$ cat src/rtl/regfile_sb.sv
// Parametrised register file with hardwired-zero x0, two combinational read ports,
// one synchronous write port, a per-register busy scoreboard and optional write bypass.
module regfile_sb #(
    parameter int unsigned WIDTH  = 6,
    parameter int unsigned DEPTH  = 8,
    parameter int unsigned BYPASS = 1,
    parameter int unsigned AW     = $clog2(DEPTH)
) (
    input  logic             clk,
    input  logic             reset,
    input  logic [AW-1:0]    rs1_addr,
    output logic [WIDTH-1:0] rs1_data,
    output logic             rs1_busy,
    input  logic [AW-1:0]    rs2_addr,
    output logic [WIDTH-1:0] rs2_data,
    output logic             rs2_busy,
    input  logic             wr_en,
    input  logic [AW-1:0]    wr_addr,
    input  logic [WIDTH-1:0] wr_data,
    input  logic             claim_en,
    input  logic [AW-1:0]    claim_addr,
    output logic             claim_ok,
    output logic [DEPTH-1:0] busy_vec
);

    // Entry 0 of both arrays is only ever reset, so x0 stays zero and never busy.
    logic [WIDTH-1:0] r_mem [DEPTH];
    logic [DEPTH-1:0] r_busy;
    logic [DEPTH-1:0] w_busy_d;
    logic             w_claim_ok;
    logic             w_bypass1;
    logic             w_bypass2;

    always_comb begin
        w_claim_ok = 1'b0;
        if (reset && claim_en) begin
            w_claim_ok = (claim_addr == '0) || !r_busy[claim_addr] ||
                         (wr_en && (wr_addr == claim_addr));
        end
    end

    // A claim landing on the same edge as a completing write wins: busy ends set.
    always_comb begin
        w_busy_d = r_busy;
        for (int i = 1; i < DEPTH; i++) begin
            if (wr_en && (wr_addr == AW'(i))) w_busy_d[i] = 1'b0;
            if (w_claim_ok && (claim_addr == AW'(i))) w_busy_d[i] = 1'b1;
        end
        w_busy_d[0] = 1'b0;
    end

    always_ff @(posedge clk or negedge reset) begin
        if (!reset) begin
            for (int i = 0; i < DEPTH; i++) r_mem[i] <= '0;
            r_busy <= '0;
        end else begin
            for (int i = 1; i < DEPTH; i++) begin
                if (wr_en && (wr_addr == AW'(i))) r_mem[i] <= wr_data;
            end
            r_busy <= w_busy_d;
        end
    end

    assign w_bypass1 = (BYPASS != 0) && reset && wr_en && (wr_addr == rs1_addr);
    assign w_bypass2 = (BYPASS != 0) && reset && wr_en && (wr_addr == rs2_addr);

    always_comb begin
        rs1_data = '0;
        rs1_busy = 1'b0;
        if (rs1_addr != '0) begin
            if (w_bypass1) begin
                rs1_data = wr_data;
            end else begin
                rs1_data = r_mem[rs1_addr];
                rs1_busy = r_busy[rs1_addr];
            end
        end
    end

    always_comb begin
        rs2_data = '0;
        rs2_busy = 1'b0;
        if (rs2_addr != '0) begin
            if (w_bypass2) begin
                rs2_data = wr_data;
            end else begin
                rs2_data = r_mem[rs2_addr];
                rs2_busy = r_busy[rs2_addr];
            end
        end
    end

    assign claim_ok = w_claim_ok;
    assign busy_vec = r_busy;

endmodule

$ cat config.mk
export PLATFORM = sky130hd
export DESIGN_NAME = regfile_sb
export DESIGN_NICKNAME = d
export VERILOG_FILES = /design/src/rtl/regfile_sb.sv
export SDC_FILE = /design/constraint.sdc
export NUM_CORES = 1
export LEC_CHECK = 0
export CAP_MARGIN = 20
export CORE_ASPECT_RATIO = 1.4
export CORE_MARGIN = 2
export CORE_UTILIZATION = 45
export CTS_BUF_LIST = sky130_fd_sc_hd__clkbuf_4
export DETAILED_ROUTE_END_ITERATION = 8
export DONT_BUFFER_PORTS = 1
export HOLD_SLACK_MARGIN = 0.12
export PLACE_DENSITY = 0.64
export SKIP_CTS_REPAIR_TIMING = 1
export SKIP_LAST_GASP = 1
export SLEW_MARGIN = 20
export SYNTH_ARGS = -nofsm -noshare
export SYNTH_HDL_FRONTEND = slang
export SYNTH_SLANG_ARGS = --single-unit
$ cat constraint.sdc
create_clock -name clk -period 1.9 [get_ports clk]
set_input_delay 0.19 -clock clk [delete_from_list [all_inputs] [get_ports clk]]
set_output_delay 0.19 -clock clk [all_outputs]
set_load 0.03 [all_outputs]
==> results of run 1 <==
## metal layers
| layer | wire [microns] | up-vias | track usage |
|---|---|---|---|
| met5 | 0 | - | 0 |
| met4 | 193 | 0 | 0.07018 |
| met3 | 337 | 13 | 0.03682 |
| met2 | 4551 | 68 | 0.3565 |
| met1 | 3706 | 1249 | 0.2940 |
| li1 | - | 1116 | - |
## sequential cells by signal, indices dropped and copies added, names as in the netlist
name and flops:
busy_vec 7, r_mem 42
## how the worst min path moves through the flow
| stage | startpoint | to | slack [ns] | depth (start not counted) |
|---|---|---|---|---|
| 3_3_place_gp | reset | r_mem[5] | -0.10 | 0 |
| 5_1_grt | claim_addr[0] | busy_vec[5] | 0.11 | 2 |
| 3_5_place_dp | reset | r_mem[29] | -0.10 | 0 |
| 6_report | reset | busy_vec[2] | 0.11 | 4 |
| 4_1_cts | reset | busy_vec[5] | -0.51 | 0 |
| 2_1_floorplan | reset | busy_vec[1] | -0.11 | 0 |
## area by class of cell
type,count,area share
clock buffers,8,0.01603
inverters,7,0.007012
multi-input cells,198,0.5112
flip-flops and latches,49,0.3279
well taps,95,0.03172
repair buffers,45,0.1062
## cell usage after synthesis (7+ instances only)
library cell and number:
buf_2 8, mux2_2 52, dfrtp_1 49, nand2_1 17, mux4_2 10, o21ai_0 9, xnor2_1 7, mux2i_1 14
a22o_1 7
## report_power, final
part           switching, W  total [W]  internal (W)  leakage, nW
clock network      0.000329   0.000520      0.000191       0.0368
registers          0.000198    0.00147       0.00127        0.590
logic              0.000554    0.00118      0.000626        0.905
## layout by cell type, fill, tap and decap left out, types with 2 or more instances in the layout
cell and instances:
o211ai_1 3, nand2_1 14, o21ai_2 4, or3b_1 2, dfrtp_2 2, xnor2_1 7, inv_2 2, nand2b_1 2
nor3_1 3, mux4_2 11, clkbuf_4 8, a22o_2 2, o22ai_1 5, buf_4 29, o2bb2ai_1 5, dlygate4sd3_1 13
mux2_2 52, nor2b_1 2, o21ai_0 3, inv_1 5, nand3_1 6, a21oi_1 4, buf_6 2, dfrtp_1 47
mux2i_1 14, a21oi_2 4, a211o_1 2, a221oi_2 3, a22o_4 4, o21ai_1 3, a22oi_1 6, a211oi_1 4
nand4_1 3, nand2_2 3, a21o_1 2
## cells by family (layout without fill, tap and decap cells)
group / after synthesis / count (layout) / synth area share
multiplexers: 77 / 77 / 0.3042
AO/OA/AOI/OAI: 61 / 61 / 0.1422
AND/OR/NAND/NOR: 50 / 50 / 0.09428
flip-flops: 49 / 49 / 0.3818
buffers and inverters: 27 / 60 / 0.04947
XOR/XNOR: 9 / 9 / 0.02688
other: 1 / 1 / 0.001168
## critical path, delay by kind of cell
family / cells / cell delay, ns
simple gates: 1 / 0.37
compound gates: 3 / 1.15
## stage by stage
step                power (W)  hold WS [ns]  cell area (sq um)  std cells  setup TNS (ns)
global route         0.003334        0.1107               3747        402         -0.4336
CTS                  0.003025       -0.5141               3468        385         -0.3386
detailed placement   0.002509       -0.1035               3408        377       -0.001340
finish               0.003171        0.1084               3747        402        -0.02621
floorplan            0.002284       -0.1056               3212        274               0
global placement     0.002472       -0.1038               3408        377       -0.004131
==> flow_metrics.py, run 1 <==
metrics = {
    "outcome": {
        "status": "finished, violations left",
        "failed_checks": "setup timing",
    },
    "worst_hold_path": {
        "hold_class": "primary input to flip-flop",
    },
    "synth": {
        "ys.flop_type": "dfrtp_1",
        "ys_seq_area_frac": 0.3818,
        "synth_top_area_cell": "dfrtp_1",
        "synth_cells": 274,
        "async_flop_share": 1.000,
        "yosysTopAreaCellShare": 0.3818,
        "synthTopCellsByArea": "dfrtp_1 (38%), mux2_2 (18%), mux4_2 (7.0%)",
        "avgSynthCellArea_sq_um": 11.72,
        "netlist_area_sq_um": 3212,
        "netlist-cell-type-count": 55,
        "yosysWarningCount": 6,
        "synth_edf_count": 0,
        "synth_nets": 296,
        "synth_seq_cells": 49,
    },
    "clock_tree": {
        "ctsRootBufferMaster": "clkbuf_4",
        "clkSinkCount": 49,
        "insertion_delay_ns": 0.37,
        "clkTransAtPathRegs_ns": 0.14,
        "clockBufferDepth": 2,
        "cts_made_buffers": 5,
        "htreeDepth": 2,
        "cts_tree": "yes",
    },
    "worst_setup_path": {
        "worst_r2r_endpoint": "busy_vec[1]",
        "r2r_cells": 5,
        "cp-endpoint": "rs1_data[3]",
        "crit_chain": "or3b_1 > a211o_1 > a21oi_2 > a22o_2",
        "rr_startpoint": "busy_vec[1]",
        "critPathCaptureType": "output port",
        "slowest_delay_ns": 0.52,
        "required_ns": 1.71,
        "startpoint_type": "primary input",
        "slowest_stage": "a21oi_2",
        "setup.worst_path.start": "wr_addr[2]",
        "cp_max_fo": 14,
        "crit_type": "primary input to output port",
        "worst-r2r-setup-slack_ns": 0.24,
        "worstPathArrival_ns": 1.72,
    },
    "finish": {
        "postLayoutCoreUtil": 0.5402,
        "drive_above_1_share": 0.4463,
        "fill_cells": 641,
        "seq_area_sq_um": 1229,
        "final_nets": 328,
        "diodes": 0,
        "syn2layout_area_growth_pct": 16.67,
        "multi_input_area_sq_um": 1916,
    },
    "placed_design": {
        "dpl.hpwl_mm": 5.817,
        "port-buffer-count": 0,
        "place_worst_setup_slack_ns": -0.001340,
        "gp_congestion": 0.8635,
    },
    "die": {
        "design.core.area_sq_um": 6937,
        "die_w_microns": 75.40,
        "io_pins": 45,
        "start_util": 0.4630,
        "dieArea_sq_um": 7839,
        "rows": 36,
        "die_h_microns": 104.0,
    },
    "routing": {
        "postRouteAntennaNets": 0,
        "wl_mm": 8.787,
        "wl_per_cell_microns": 21.86,
        "dr.pass1.iters": 4,
        "via_per_inst": 6.085,
        "dr_total_vias": 2446,
        "drcViolationCount": 0,
        "initialDrtViolationCount": 152,
    },
    "power": {
        "p_leak_nw": 1.532,
        "ir_worst_vdd_mv": 0.3679,
        "power_density_nw_per_um2": 846.2,
    },
    "grt": {
        "gr-total-overflow": 0,
        "grt_pass1_wl_mm": 12.90,
        "grt_max_degree": 56,
        "grt.total_usage": 0.2198,
        "grt_pass1_vias": 2374,
        "antenna_found_initial": 0,
    },
    "sta": {
        "fin_skew_ns": 0.0006855,
        "setup_viol": 2,
        "fin_crit_ns": 1.915,
        "worst_pin_slew_ns": 0.6447,
        "slew_headroom": 0.5702,
        "finalHoldViolCount": 0,
        "fmax_mhz": 522.3,
        "layout_setup_ws_ns": -0.01469,
        "period_share": 1.008,
        "slew_violations": 0,
        "rsz0062_at_grt": "true",
    },
    "job": {
        "cap_violations": 0,
    },
}
Note: power is estimated with default switching activity, not from simulation.
==> run 2, diff against run 1 <==
--- a/config.mk
+++ b/config.mk
@@ -15,4 +15,5 @@
 export HOLD_SLACK_MARGIN = 0.12
 export PLACE_DENSITY = 0.64
+export SETUP_SLACK_MARGIN = 0.5
 export SKIP_CTS_REPAIR_TIMING = 1
 export SKIP_LAST_GASP = 1
==> constraint.sdc (replaced) <==
create_clock -name clk -period 1.9 [get_ports clk]
set_input_delay 0.38 -clock clk [delete_from_list [all_inputs] [get_ports clk]]
set_output_delay 0.38 -clock clk [all_outputs]
set_load 0.03 [all_outputs]
==> run 2 against run 1 <==
The flow finishes with violations (hold timing, setup timing). Via count shrank 2.3%. Largest cell class unchanged. Largest power group unchanged. Die area is the same. Cell count shrank 3.0%. Routed wire length grew 1.5%. Power grew 3.8%. Worst hold slack lost 0.45 ns. Global-route usage grew 1.2 points. Sequential power is essentially flat. Critical endpoint is now claim_ok. Count of clock-buffer cells in the layout shrank 2. Clock power shrank 0.8%. Critical path depth shrank 1.
==> flow_metrics.py, run 2 (synthesis gave the netlist of run 1 again) <==
metrics = {
    "outcome": {
        "status": "finished, violations left",
        "failed_checks": "hold timing, setup timing",
    },
    "worst_setup_path": {
        "critPathCaptureType": "output port",
        "startpoint_type": "flip-flop",
        "rr_startpoint": "busy_vec[4]",
        "worst_r2r_endpoint": "busy_vec[4]",
        "worst-r2r-setup-slack_ns": 0.72,
        "crit_type": "flip-flop to output port",
        "required_ns": 1.52,
        "cp_max_fo": 6,
        "r2r_cells": 3,
        "worstPathArrival_ns": 1.74,
    },
    "sta": {
        "slew_violations": 0,
        "finalHoldViolCount": 49,
        "layout_setup_ws_ns": -0.2220,
        "whs_ns": -0.3384,
        "fin_crit_ns": 2.122,
        "setup_viol": 15,
        "fmax_mhz": 471.3,
        "rsz0062_at_grt": "true",
        "fin_skew_ns": 0.00007408,
        "slew_headroom": 0.4860,
        "period_share": 1.117,
        "worst_pin_slew_ns": 0.7669,
    },
    "clock_tree": {
        "ctsRootBufferMaster": "clkbuf_4",
        "clkSinkCount": 49,
        "cts_tree": "yes",
        "insertion_delay_ns": 0.39,
        "clockBufferDepth": 2,
        "cts_made_buffers": 5,
        "clkTransAtPathRegs_ns": 0.15,
        "htreeDepth": 2,
    },
    "die": {
        "die_h_microns": 104.0,
        "start_util": 0.4630,
        "design.core.area_sq_um": 6937,
        "dieArea_sq_um": 7839,
        "rows": 36,
        "die_w_microns": 75.40,
        "io_pins": 45,
    },
    "finish": {
        "diodes": 0,
        "mostFrequentLayoutCells": "dfrtp_1 (44), mux2_2 (40), buf_4 (14), mux2i_1 (13)",
        "postLayoutCoreUtil": 0.5768,
        "drive_above_1_share": 0.4983,
        "layout_commonest_cell": "dfrtp_1",
        "multi_input_area_sq_um": 2221,
        "fill_cells": 612,
        "final_nets": 316,
        "largest_reg_flops": 42,
        "syn2layout_area_growth_pct": 24.58,
        "regMostFlops": "r_mem",
        "seq_area_sq_um": 1232,
    },
    "routing": {
        "dr.pass1.iters": 4,
        "wl_mm": 8.919,
        "via_per_inst": 6.126,
        "initialDrtViolationCount": 104,
        "drcViolationCount": 0,
        "dr_total_vias": 2389,
        "postRouteAntennaNets": 0,
        "wl_per_cell_microns": 22.87,
    },
    "power": {
        "p_leak_nw": 1.565,
        "power_density_nw_per_um2": 823.0,
        "ir_worst_vdd_mv": 0.4975,
        "power_w": 0.003293,
    },
    "job": {
        "cap_violations": 0,
    },
    "worst_hold_path": {
        "hold_class": "primary input to asynchronous set/reset pin",
    },
    "grt": {
        "grt_pass1_vias": 2406,
        "grt_pass1_wl_mm": 13.35,
        "grt.total_usage": 0.2314,
        "grt_max_degree": 56,
        "gr-total-overflow": 0,
        "antenna_found_initial": 0,
    },
    "placed_design": {
        "port-buffer-count": 0,
        "dpl.hpwl_mm": 5.949,
        "gp_congestion": 0.8026,
        "place_worst_setup_slack_ns": -0.1094,
    },
}
==> run 2: through the flow <==
step                area, sq um  std cells  TNS [ns]  hold WS, ns
finish                     4001        390    -2.023      -0.3384
global placement           3610        370   -0.7040      0.08714
global route               4001        390    -2.961      -0.3786
detailed placement         3610        370   -0.7900      0.08681
CTS                        3670        378    -2.924      -0.3518
floorplan                  3515        274    -1.350      0.08441
==> run 2: worst max path at each step <==
stage,slack [ns],cells past startpoint,from,end
after floorplan,-0.15,5,rs2_addr[2],rs2_data[0]
after CTS,-0.30,4,r_mem[4],rs1_data[4]
after detailed placement,-0.11,5,wr_addr[2],rs2_data[0]
after global routing,-0.28,4,r_mem[34],rs1_data[4]
after global placement,-0.11,5,wr_addr[2],rs2_data[2]
final,-0.22,3,busy_vec[6],claim_ok
==> run 2: final cells by class <==
cell class / instances / share of cell area
multi-input cells: 198 / 0.5550
flip-flops and latches: 49 / 0.3080
repair buffers: 33 / 0.08380
well taps: 95 / 0.02971
clock buffers: 6 / 0.01126
inverters: 7 / 0.008443
clock inverters: 2 / 0.003752
==> run 2: power breakdown <==
group          switching (W)  internal [W]  leakage [nW]
Clock               0.000357      0.000159        0.0279
Sequential          0.000220       0.00128         0.586
Combinational       0.000583      0.000697         0.950
Total                0.00116       0.00213          1.56
==> run 2: critical path, cell delays in order, from the launching register on <==
cell and delay (ns):
dfrtp_2 0.48, mux4_2 0.48, o211ai_1 0.19, buf_4 0.19
==> run 2: routing by layer <==
layer / vias to the layer above / wire (microns) / global-route usage
met5: - / 0 / 0
met4: 0 / 230 / 0.08271
met3: 17 / 406 / 0.05717
met2: 69 / 4755 / 0.3826
met1: 1216 / 3526 / 0.2861
li1: 1087 / - / -
